File: src/rtl/fwd_sel_gen.sv
// Operand-forwarding select generator and load-use stall detector beside the ID/EX register.
// Optional build macro FWD_STAT_EN adds saturating stall/forward statistics counters.
module fwd_sel_gen #(
    parameter int REG_AW = 5,
    parameter int CNT_W  = 16
) (
    input  logic              clk,
    input  logic              rst_n,
    input  logic              id_valid,
    input  logic [REG_AW-1:0] id_rs,
    input  logic [REG_AW-1:0] id_rt,
    input  logic              id_use_rs,
    input  logic              id_use_rt,
    input  logic              id_wr_en,
    input  logic [REG_AW-1:0] id_wr_addr,
    input  logic              id_is_load,
    input  logic              flush,
    output logic              stall,
    output logic [1:0]        sel_rs,
    output logic [1:0]        sel_rt,
    output logic [CNT_W-1:0]  stat_stall,
    output logic [CNT_W-1:0]  stat_fwd
);

    typedef struct packed {
        logic              valid;
        logic              wr_en;
        logic [REG_AW-1:0] addr;
        logic              is_load;
    } trk_t;

    localparam logic [1:0] SEL_RF = 2'b00;
    localparam logic [1:0] SEL_A  = 2'b10;
    localparam logic [1:0] SEL_B  = 2'b11;

    trk_t       ex_q, ex_d, mem_q, mem_d;
    logic [1:0] sel_rs_q, sel_rs_d, sel_rt_q, sel_rt_d;
    logic       issue;

    // A load in EX cannot feed the next EX cycle, so only non-loads forward from EX.
    function automatic logic [1:0] fwd_code(input logic              used,
                                            input logic [REG_AW-1:0] src,
                                            input trk_t              ex,
                                            input trk_t              mem);
        logic [1:0] code;
        code = SEL_RF;
        if (used && src != '0) begin
            if (ex.valid && ex.wr_en && !ex.is_load && ex.addr == src)
                code = SEL_A;
            else if (mem.valid && mem.wr_en && mem.addr == src)
                code = SEL_B;
        end
        return code;
    endfunction

    // NOTE: stall is decoded from current state and ID inputs with no register, so an
    // asynchronous reset of ex_q removes it in the same cycle.
    always_comb begin
        stall = id_valid && !flush && ex_q.valid && ex_q.is_load && ex_q.wr_en
                && ex_q.addr != '0
                && ((id_use_rs && id_rs == ex_q.addr) || (id_use_rt && id_rt == ex_q.addr));
    end

    always_comb begin
        issue = id_valid && !stall && !flush;
        ex_d  = '0;
        if (issue) begin
            ex_d.valid   = 1'b1;
            ex_d.wr_en   = id_wr_en;
            ex_d.addr    = id_wr_addr;
            ex_d.is_load = id_is_load;
        end
        mem_d    = ex_q;
        sel_rs_d = issue ? fwd_code(id_use_rs, id_rs, ex_q, mem_q) : SEL_RF;
        sel_rt_d = issue ? fwd_code(id_use_rt, id_rt, ex_q, mem_q) : SEL_RF;
    end

    // NOTE: every sequential assignment is non-blocking so all stages update from the
    // same pre-edge values, just like the pipeline registers they model.
    always_ff @(posedge clk or negedge rst_n) begin
        if (!rst_n) begin
            ex_q     <= '0;
            mem_q    <= '0;
            sel_rs_q <= SEL_RF;
            sel_rt_q <= SEL_RF;
        end else begin
            ex_q     <= ex_d;
            mem_q    <= mem_d;
            sel_rs_q <= sel_rs_d;
            sel_rt_q <= sel_rt_d;
        end
    end

    assign sel_rs = sel_rs_q;
    assign sel_rt = sel_rt_q;

`ifdef FWD_STAT_EN
    logic [CNT_W-1:0] stat_stall_q, stat_stall_d, stat_fwd_q, stat_fwd_d;

    // Both counters saturate at all-ones instead of wrapping.
    always_comb begin
        stat_stall_d = stat_stall_q;
        stat_fwd_d   = stat_fwd_q;
        if (stall && stat_stall_q != '1)
            stat_stall_d = stat_stall_q + 1'b1;
        if ((sel_rs_d != SEL_RF || sel_rt_d != SEL_RF) && stat_fwd_q != '1)
            stat_fwd_d = stat_fwd_q + 1'b1;
    end

    always_ff @(posedge clk or negedge rst_n) begin
        if (!rst_n) begin
            stat_stall_q <= '0;
            stat_fwd_q   <= '0;
        end else begin
            stat_stall_q <= stat_stall_d;
            stat_fwd_q   <= stat_fwd_d;
        end
    end

    assign stat_stall = stat_stall_q;
    assign stat_fwd   = stat_fwd_q;
`else
    assign stat_stall = '0;
    assign stat_fwd   = '0;
`endif

endmodule

File: config.mk
export PLATFORM = sky130hd
export DESIGN_NAME = fwd_sel_gen
export DESIGN_NICKNAME = d
export VERILOG_FILES = /design/src/rtl/fwd_sel_gen.sv
export SDC_FILE = /design/constraint.sdc
export NUM_CORES = 1
export LEC_CHECK = 0
export ABC_AREA = 1
export CAP_MARGIN = 20
export CORE_UTILIZATION = 41
export DETAILED_ROUTE_END_ITERATION = 16
export PLACE_DENSITY = 0.86
export RECOVER_POWER = 100
export SETUP_SLACK_MARGIN = 0.3
export SKIP_CTS_REPAIR_TIMING = 1
export SYNTH_ARGS = -nofsm -noshare
export SYNTH_HDL_FRONTEND = slang
export SYNTH_SLANG_ARGS = --single-unit
File: constraint.sdc
create_clock -name clk -period 1.7 [get_ports clk]
set_clock_uncertainty 0.15 [all_clocks]
set_input_delay 0.34 -clock clk [delete_from_list [all_inputs] [get_ports clk]]
set_output_delay 0.34 -clock clk [all_outputs]
set_load 0.01 [all_outputs]
==> flow_summary.yaml <==
synthesis:
  synthesis.yosys.warnings: 0
  synthCells: 175
  post_synth_num_cell_types: 24
  syn-cell-area_um2: 1330
  post_synth.cell_area_avg_um2: 7.57
  mux_contribution_to_synthesized_area_pct: 0
  synth-seq-area-share_pct: 35.9
  synth-compound-area-share_pct: 2.93
  synth_fa_ha_area_share_pct: 0
  synth_top_family_by_area: "buffers and inverters"
  yosys.area_share.xor_xnor_pct: 5.29
  synth-seq-cells: 19
  post_synth_and_or_nand_nor_area_fraction_pct: 27.5
route:
  antenna_left: 0
  drc: 0
  detail_route.vias_per_cell: 4.09
  vias: 1100
  drt-wirelength-per-cell_um: 9.29
  firstDrtPassIters: 4
  detailedRoute.firstIterationViolations: 39
  totalWireLength_um: 2500
sta:
  slew_violations: 0
  number_of_failing_setup_endpoints_in_the_final_timing_report: 1
  timing.final.hold_violations: 0
  final_cycle_share_pct: 114
  setup_ws_ns: -0.230
  tightest_hold_margin_ns: 0.193
  rsz0062_at_grt: "true"
  fmax_mhz: 518
  final_period_minus_worst_setup_slack_ns: 1.93
setup_path:
  worst_path_max_delay_cell: "sky130_fd_sc_hd__dfrtp_2"
  worst_path_largest_cell_delay_ns: 0.46
  worst_r2r_path_depth: 8
  cells_along_the_critical_path: "xor2_1 > nor2_1 > nand4_1 > nand2_1 > nand2_2 > inv_2 > buf_6"
  timing.critical_path.required_ns: 1.21
  crit_path_end_kind: "primary output"
  worstPathArrival_ns: 1.44
  critical_path_peak_fanout: 5
  worstSetupPathType: "flop to primary output"
  worst_setup_path_start_kind: "flop"
cts:
  cts.sink_count: 19
  buffers_from_clock_root_to_sink_at_most: 2
  cts.htree.levels: 1
  cts_tree: "built"
  insertion_delay_ns: 0.31
  clockRootBuffer: "sky130_fd_sc_hd__clkbuf_4"
  clock_buffers_created_by_tritoncts: 3
  clk_pin_slew_worst_paths_ns: 0.11
floorplanning:
  dieArea_um2: 3460
  floorplan_core_area_um2: 3050
  initial_utilization_pct: 43.4
  die_span_y_um: 58.9
  std_cell_rows: 20
  ioPinCount: 60
  die_w_um: 58.9
power:
  leakagePower_nw: 1.08
  ratio_of_total_power_to_cell_area_nw_per_um2: 528
  vdd_drop_max_v: 0.000206
global_route:
  via_count_of_the_first_global_routing_pass: 903
  grt_pass1_wl_um: 3640
  grt.total_usage_pct: 14.5
  grt_remaining_overflow: 0
  number_of_antenna_violations_at_the_first_check_in_global_routing: 0
  grt_max_degree: 20
finish:
  diodes: 0
  fillers: 283
  fin_cells: 269
  drive_above_1_share_pct: 24.9
  multi_input_area_um2: 644
  post_layout_nets: 249
  seq_area_um2: 479
  syn2layout_area_growth_pct: 34.0
run_status:
  violations: "negative setup slack"
  run_status: "finished with violations"
place:
  dp_hpwl_um: 1900
  gp_congestion: 0.855
  buffer_ports.inserted: 27
  post-place-cells: 262
  dp_worst_setup_slack_ns: -0.788
job:
  drv.max_cap_violation_count: 0
min_path:
  min_path_type: "input pin to asynchronous set/reset pin"
[through the flow]
stage / total power, mW / utilization (%) / TNS (ns) / cell area, um^2
global route: 0.985 / 58.2 / -0.321 / 1780
detailed placement: 0.706 / 53.8 / -3.71 / 1640
global placement: 0.702 / 53.8 / -3.30 / 1640
CTS: 0.926 / 54.7 / -0.808 / 1670
finish: 0.938 / 58.2 / -0.230 / 1780
floorplan: 0.652 / - / 0 / 1440
[routing by layer]
metal	up-vias	GRT usage [%]	routed length, um
met4	0	10.2	65
met2	34	24.2	1250
li1	564	-	-
met3	5	1.10	112
met5	-	0	0
met1	497	17.8	1080
[cell type report]
type | count | area share [%]
Tap cell | 44 | 3.10
Inverter | 30 | 6.34
Timing Repair Buffer | 47 | 25.7
Clock inverter | 1 | 0.282
Multi-Input combinational cell | 125 | 36.3
Clock buffer | 3 | 1.27
Sequential cell | 19 | 27.0
[registers in the layout (all words and copies together), names as in the netlist]
register / cells
ex_q: 8
mem_q: 7
sel_rs: 2
sel_rt: 2
[power by group]
group	leakage [nW]	internal [mW]	switching [mW]
clock	0.0177	0.0880	0.139
combinational	0.813	0.107	0.123
sequential	0.252	0.466	0.0139
total	1.08	0.662	0.276
[cells in the mapped netlist]
cell type | instances | area, um^2
sky130_fd_sc_hd__o21ai_1 | 1 | 5.00
sky130_fd_sc_hd__xnor2_1 | 4 | 35.0
sky130_fd_sc_hd__nor3_1 | 2 | 10.0
sky130_fd_sc_hd__a21oi_1 | 3 | 15.0
sky130_fd_sc_hd__inv_1 | 25 | 93.8
sky130_fd_sc_hd__nor2_2 | 10 | 62.6
sky130_fd_sc_hd__xor2_1 | 4 | 35.0
sky130_fd_sc_hd__buf_12 | 1 | 20.0
sky130_fd_sc_hd__dfrtp_1 | 19 | 475
sky130_fd_sc_hd__a31oi_1 | 1 | 6.26
sky130_fd_sc_hd__nand3b_1 | 1 | 7.51
sky130_fd_sc_hd__nand2_4 | 1 | 11.3
sky130_fd_sc_hd__nor2_4 | 1 | 11.3
sky130_fd_sc_hd__nand2b_1 | 1 | 6.26
sky130_fd_sc_hd__nand2_1 | 40 | 150
sky130_fd_sc_hd__nand4_1 | 7 | 43.8
sky130_fd_sc_hd__nand2_2 | 1 | 6.26
sky130_fd_sc_hd__inv_2 | 5 | 18.8
sky130_fd_sc_hd__conb_1 | 1 | 3.75
sky130_fd_sc_hd__o21ai_0 | 1 | 5.00
sky130_fd_sc_hd__o21a_1 | 1 | 7.51
sky130_fd_sc_hd__nand3_1 | 5 | 25.0
sky130_fd_sc_hd__buf_4 | 32 | 240
sky130_fd_sc_hd__nor2_1 | 8 | 30.0
[cell families (layout without fill, tap and decap cells)]
family	after synthesis	after routing
XOR/XNOR	8	8
AND/OR/NAND/NOR	77	78
AO/OA/AOI/OAI	7	7
other	1	32
flip-flops	19	19
buffers and inverters	63	81
[worst paths after layout]
path                                   start                 end  slack (ns)
hold / removal                         rst_n  mem_q[7]$_DFF_PN0_        0.19
min in group clk                       flush   ex_q[3]$_DFF_PN0_        0.23
max in group asynchronous              rst_n   ex_q[4]$_DFF_PN0_        0.98
setup reg to reg           ex_q[1]$_DFF_PN0_   ex_q[4]$_DFF_PN0_        0.15
setup / recovery           ex_q[1]$_DFF_PN0_               stall       -0.23
hold reg to reg            ex_q[4]$_DFF_PN0_  mem_q[4]$_DFF_PN0_        0.30
[worst max-delay path: cells and delay by family, from the launching register on]
kind                      cells  cell delay, ns
and+or+nand+nor               4            0.37
DFF                           1            0.46
buffers and inverters         2            0.15
xor gates and xnor gates      1            0.16
[cells in the final DEF, fill, tap and decap left out, types with 2 or more instances in the layout]
cell type,netlist,layout
sky130_fd_sc_hd__dfrtp_2,0,3
sky130_fd_sc_hd__nor2_2,10,12
sky130_fd_sc_hd__dlymetal6s2s_1,0,14
sky130_fd_sc_hd__nand2_2,1,3
sky130_fd_sc_hd__a21oi_1,3,3
sky130_fd_sc_hd__inv_1,25,22
sky130_fd_sc_hd__dfrtp_1,19,16
sky130_fd_sc_hd__nand3_1,5,5
sky130_fd_sc_hd__nand4_1,7,7
sky130_fd_sc_hd__clkbuf_4,0,3
sky130_fd_sc_hd__nand2_8,0,2
sky130_fd_sc_hd__buf_4,32,20
sky130_fd_sc_hd__conb_1,1,32
sky130_fd_sc_hd__xor2_1,4,4
sky130_fd_sc_hd__xnor2_1,4,3
sky130_fd_sc_hd__inv_2,5,8
sky130_fd_sc_hd__nand2_1,40,38
sky130_fd_sc_hd__nor2_1,8,6
sky130_fd_sc_hd__clkdlybuf4s50_1,0,12
(Power assumes the default switching activity.)
